--- src/rtl/cl_word_unpacker.sv ---
// Cache-line to word unpacker: pops whole lines from a FWFT DMA read FIFO and
// streams them out one word at a time over valid/ready, refilling without a bubble.
module cl_word_unpacker #(
    parameter int CL_WIDTH   = 512,
    parameter int WORD_WIDTH = 32,
    parameter int SIZE_WIDTH = 16
) (
    input  logic                  clk,
    input  logic                  rst,
    input  logic                  start,
    input  logic [SIZE_WIDTH-1:0] size,
    input  logic                  dma_empty,
    input  logic [CL_WIDTH-1:0]   dma_rd_data,
    output logic                  dma_rd_en,
    output logic                  word_valid,
    input  logic                  word_ready,
    output logic [WORD_WIDTH-1:0] word_data,
    output logic                  word_last,
    output logic                  busy,
    output logic                  done,
    output logic [1:0]            dbg_state
);

    // CL_WIDTH is expected to be an integer multiple of WORD_WIDTH.
    localparam int WPL   = CL_WIDTH / WORD_WIDTH;
    localparam int IDX_W = (WPL > 1) ? $clog2(WPL) : 1;

    typedef enum logic [1:0] {
        S_IDLE  = 2'd0,
        S_FETCH = 2'd1,
        S_DRAIN = 2'd2,
        S_DONE  = 2'd3
    } state_t;

    state_t                r_state;
    logic [CL_WIDTH-1:0]   r_line_buf;
    logic [IDX_W-1:0]      r_word_idx;
    logic [SIZE_WIDTH-1:0] r_lines_left;

    logic [WORD_WIDTH-1:0] w_words [WPL];
    logic                  w_in_fetch;
    logic                  w_in_drain;
    logic                  w_last_word;
    logic                  w_more_lines;
    logic                  w_handshake;
    logic                  w_refill;
    logic                  w_fetch_pop;
    logic                  w_pop;

    for (genvar g = 0; g < WPL; g++) begin : g_words
        assign w_words[g] = r_line_buf[g*WORD_WIDTH +: WORD_WIDTH];
    end

    assign w_in_fetch   = (r_state == S_FETCH);
    assign w_in_drain   = (r_state == S_DRAIN);
    assign w_last_word  = (r_word_idx == IDX_W'(WPL - 1));
    assign w_more_lines = (r_lines_left != '0);
    assign w_handshake  = w_in_drain && word_ready;

    // Refill on the final-word handshake so the next line follows with no gap.
    assign w_refill     = w_handshake && w_last_word && w_more_lines && !dma_empty;
    assign w_fetch_pop  = w_in_fetch && !dma_empty;
    assign w_pop        = w_fetch_pop || w_refill;

    always_ff @(posedge clk) begin
        if (rst) begin
            r_state      <= S_IDLE;
            r_line_buf   <= '0;
            r_word_idx   <= '0;
            r_lines_left <= '0;
        end else begin
            case (r_state)
                S_IDLE, S_DONE: begin
                    if (start) begin
                        if (size != '0) begin
                            r_lines_left <= size;
                            r_state      <= S_FETCH;
                        end else begin
                            r_state <= S_DONE;
                        end
                    end
                end
                S_FETCH: begin
                    if (!dma_empty) begin
                        r_line_buf   <= dma_rd_data;
                        r_word_idx   <= '0;
                        r_lines_left <= r_lines_left - 1'b1;
                        r_state      <= S_DRAIN;
                    end
                end
                S_DRAIN: begin
                    if (word_ready) begin
                        if (!w_last_word) begin
                            r_word_idx <= r_word_idx + 1'b1;
                        end else if (!w_more_lines) begin
                            r_state <= S_DONE;
                        end else if (!dma_empty) begin
                            r_line_buf   <= dma_rd_data;
                            r_word_idx   <= '0;
                            r_lines_left <= r_lines_left - 1'b1;
                        end else begin
                            r_state <= S_FETCH;
                        end
                    end
                end
                default: r_state <= S_IDLE;
            endcase
        end
    end

    // Valid/ready: a word transfers on a cycle with word_valid && word_ready;
    // while valid is high and not accepted, word_data and word_last hold.
    assign dma_rd_en  = w_pop;
    assign word_valid = w_in_drain;
    assign word_data  = w_in_drain ? w_words[r_word_idx] : '0;
    assign word_last  = w_in_drain && w_last_word && !w_more_lines;
    assign busy       = w_in_fetch || w_in_drain;
    assign done       = (r_state == S_DONE);
    assign dbg_state  = r_state;

endmodule

--- config.mk ---
export PLATFORM = sky130hd
export DESIGN_NAME = cl_word_unpacker
export DESIGN_NICKNAME = d
export VERILOG_FILES = /design/src/rtl/cl_word_unpacker.sv
export SDC_FILE = /design/constraint.sdc
export NUM_CORES = 1
export LEC_CHECK = 0
export ABC_AREA = 1
export CORE_ASPECT_RATIO = 1.75
export CORE_MARGIN = 2
export CORE_UTILIZATION = 54
export CTS_CLUSTER_DIAMETER = 150
export DETAILED_ROUTE_END_ITERATION = 7
export GPL_TIMING_DRIVEN = 1
export PLACE_DENSITY_LB_ADDON = 0.3
export SETUP_SLACK_MARGIN = 0.3
export SYNTH_ARGS = -nofsm -noshare
export SYNTH_HDL_FRONTEND = slang
export SYNTH_SLANG_ARGS = --single-unit
--- constraint.sdc ---
create_clock -name clk -period 2.2 [get_ports clk]
set_input_delay 0.55 -clock clk [delete_from_list [all_inputs] [get_ports clk]]
set_output_delay 0.55 -clock clk [all_outputs]
set_load 0.1 [all_outputs]
==> results_dict.tcl <==
set metrics [dict create \
    crit-reg2reg-launch "r_word_idx[0]" \
    worst_path_max_delay_cell "dfxtp_4" \
    drive_above_1_share 0.139 \
    boundaryPins 572 \
    synth.yosys.seq_area_share 0.341 \
    r2r_cells 13 \
    clock_tree.buffer_depth 3 \
    timing.final.ws_setup_ps -761 \
    mappedNetlistNets 5523 \
    final_design_area_excluding_fillers_um2 41600 \
    path_delay_family "buffers and inverters" \
    r2r_end "r_line_buf[62]" \
    final-hold-violation-count 0 \
    final_antenna_net_count 0 \
    timing.critical_path.cells "buf_12 > buf_4 > a21oi_1 > o21ai_0 > nand3_1 > nand3_4 > a21oi_4 > buf_12" \
    cts_root_buf "clkbuf_16" \
    r2r_setup_slack_ps -260 \
    nets 6021 \
    synth_seq_cells 534 \
    count_of_standard_cell_rows 116 \
    synth-warning-count 0 \
    globalRoute.totalOverflow 0 \
    startpoint "r_word_idx[0]" \
    num_vias 32800 \
    pin_count_of_the_biggest_net_entering_global_routing 79 \
    fmax_mhz 338 \
    finalCoreUtilization 0.725 \
    report.final.setup_viol 542 \
    synth_cells 4984 \
    slowest_delay_ps 400 \
    dpl-instance-area_um2 39400 \
    startpoint_type "register" \
    ir_worst_vdd_mv 0.730 \
    unrepaired_setup_endpoints_after_global_routing "true" \
    power.density_cell_area_nw_per_um2 1120 \
    first_global_vias 30700 \
    timing.final.crit_share 1.35 \
    cp_max_fo 18 \
    violations "negative setup slack" \
    syn_area_um2 31400 \
    power_leakage_nw 19.1 \
    maxSlewViolCount 0 \
    routed_wire_length_per_instance_um 18.2 \
    required_ps 1650 \
    hold_buffers 0 \
    clk_transition_reported_paths_ps 60 \
    detailedRoute.firstIterationViolations 3084 \
    finalClockSkew_ps 18.3 \
    timing.critical_path.to "word_data[28]" \
    worst_pin_slew_ps 467 \
    gp_routability_congestion 0.980 \
    yosys.cell_types.count 29 \
    slew_headroom 0.688 \
    antenna_found_initial 34 \
    floorplan.die.width_um 186 \
    path_depth 8 \
    area.growth.synth_to_final_pct 32.5 \
    floorplan.die_area_um2 60100 \
    port_buffer_cells 571 \
    cts.htree.levels 2 \
    floorplan.core_area_um2 57300 \
    drt-vias-per-instance 5.20 \
    run_status "finished, violations left" \
    place.detailed.hpwl_mm 85.2 \
    start_util 0.547 \
    grt_pass1_wl_mm 169 \
    drc 0 \
    grtUsageTotal 0.369 \
    cap_viol_max_count 0 \
    die_h_um 323 \
    worst_skew_pair.late_latency_ps 600 \
    clock_tree_from_tritoncts "built" \
    cts_buffers 50 \
    critPathKind "register to output pin" \
    cts.sink_count 534 \
    synth_area_per_cell_um2 6.29 \
    cp.arrival_ps 2410 \
    timing.hold.worst.class "register to register" \
    cp_num_buf_inv 3 \
    finalWorstPathRequiredPeriod_ps 2960 \
    timing.critical_path.mode_cell "buf_12" \
    route.final.wire_length_mm 115 \
    setup.worst_path.end_class "output pin" \
    detail_route.first_pass.iterations 6 \
]
stage by stage:
| stage | cells | setup TNS [ps] | total power (W) | hold WS, ps | worst slack [ps] |
|---|---|---|---|---|---|
| after CTS | 6279 | -51230 | 0.0459 | 487 | -743 |
| after global placement | 6191 | -48200 | 0.0364 | 468 | -253 |
| final | 6310 | -75250 | 0.0465 | 488 | -761 |
| after floorplan | 4984 | -9720 | 0.0308 | 455 | -300 |
| after global routing | 6304 | -126550 | 0.0495 | 510 | -855 |
| after detailed placement | 6191 | -59590 | 0.0370 | 476 | -249 |
cell usage after synthesis:
master / count / share of area
mux2i_1: 1 / 0.00032
nor2_2: 2 / 0.00040
clkinv_1: 1 / 0.00012
clkbuf_1: 135 / 0.016
nand3_2: 1 / 0.00032
nor2_4: 3 / 0.0011
inv_4: 1 / 0.00020
nand2_1: 1126 / 0.13
buf_2: 75 / 0.012
inv_1: 798 / 0.096
o22ai_1: 1 / 0.00020
inv_2: 261 / 0.031
xor2_1: 1 / 0.00028
o21ai_0: 276 / 0.044
buf_4: 7 / 0.0017
o211ai_1: 1 / 0.00024
a21oi_1: 298 / 0.048
buf_6: 103 / 0.037
buf_1: 24 / 0.0029
o21bai_1: 2 / 0.00048
nand2_2: 1 / 0.00020
nor2_1: 584 / 0.070
nor3_1: 1 / 0.00016
nand3b_1: 512 / 0.12
nand4_1: 3 / 0.00060
nand3_1: 223 / 0.036
nand2_4: 3 / 0.0011
dfxtp_1: 534 / 0.34
ha_1: 6 / 0.0024
worst min path at each step:
stage,slack [ps],depth (start not counted),startpoint,to
6_report,490,2,r_lines_left[1],r_lines_left[1]
5_1_grt,510,2,r_lines_left[1],r_lines_left[1]
4_1_cts,490,2,r_lines_left[1],r_lines_left[1]
3_5_place_dp,480,2,r_lines_left[1],r_lines_left[1]
3_3_place_gp,470,2,r_lines_left[1],r_lines_left[1]
2_1_floorplan,460,2,r_lines_left[1],r_lines_left[1]
registers in the layout (all words and copies together), names as in the netlist:
name,count
dbg_state,2
r_lines_left,16
r_word_idx,4
r_line_buf,512
routing by layer:
layer	GRT usage	vias to the layer above	share of wire
li1	-	16000	-
met1	0.413	14800	0.36
met2	0.603	1565	0.46
met3	0.0751	419	0.085
met4	0.293	14	0.090
met5	0	-	0.00087
power breakdown:
group / internal (W) / leakage, nW / switching (W)
Sequential: 0.0132 / 4.38 / 0.00153
Combinational: 0.00846 / 14.0 / 0.0147
Clock: 0.00469 / 0.778 / 0.00389
worst min-delay path, delay by kind of cell (launching register included):
family        cells  cell delay [ps]
simple gates      2              140
flops             1              310
area by class of cell:
class                   count  area (µm²)
diodes                     26        65.1
clock buffers              76        1500
clock inverters            11        55.1
fillers                  4688       15800
inverters                1061        4050
multi-input cells        3045       15500
flip-flops and latches    534       10700
well taps                 767         960
repair buffers            790        8680
layout by cell type (no fill, tap or decap), types with 11 or more instances in the layout:
master	n
a21oi_4	33
dfxtp_1	528
nand3_2	71
inv_2	260
buf_12	102
nand3_1	141
nor2_1	584
nand2_2	11
clkbuf_16	55
nand3b_1	512
o21ai_1	28
nand3_4	12
buf_4	143
a21oi_2	17
nand2_1	1114
clkinv_2	11
clkdlybuf4s50_1	532
diode_2	26
clkbuf_1	14
inv_1	795
o21ai_0	241
a21oi_1	248
what timing repair did:
action                                  4_1_cts  5_1_grt
hold endpoints to repair                      0        0
pin swaps                                    31       17
gates resized for setup                      74       39
buffers inserted                              0        1
endpoints found under the setup margin      570      571
gates cloned                                  1        4
cells by family after synthesis:
logic type	after synthesis	synth area share
flops	534	0.341
buf+inv	1405	0.197
mux	1	0.000319
xor+xnor	1	0.000279
fa+ha+maj	6	0.00239
compound gates	578	0.0925
simple gates	2459	0.367
No activity file was read; power rests on OpenSTA's default activity.
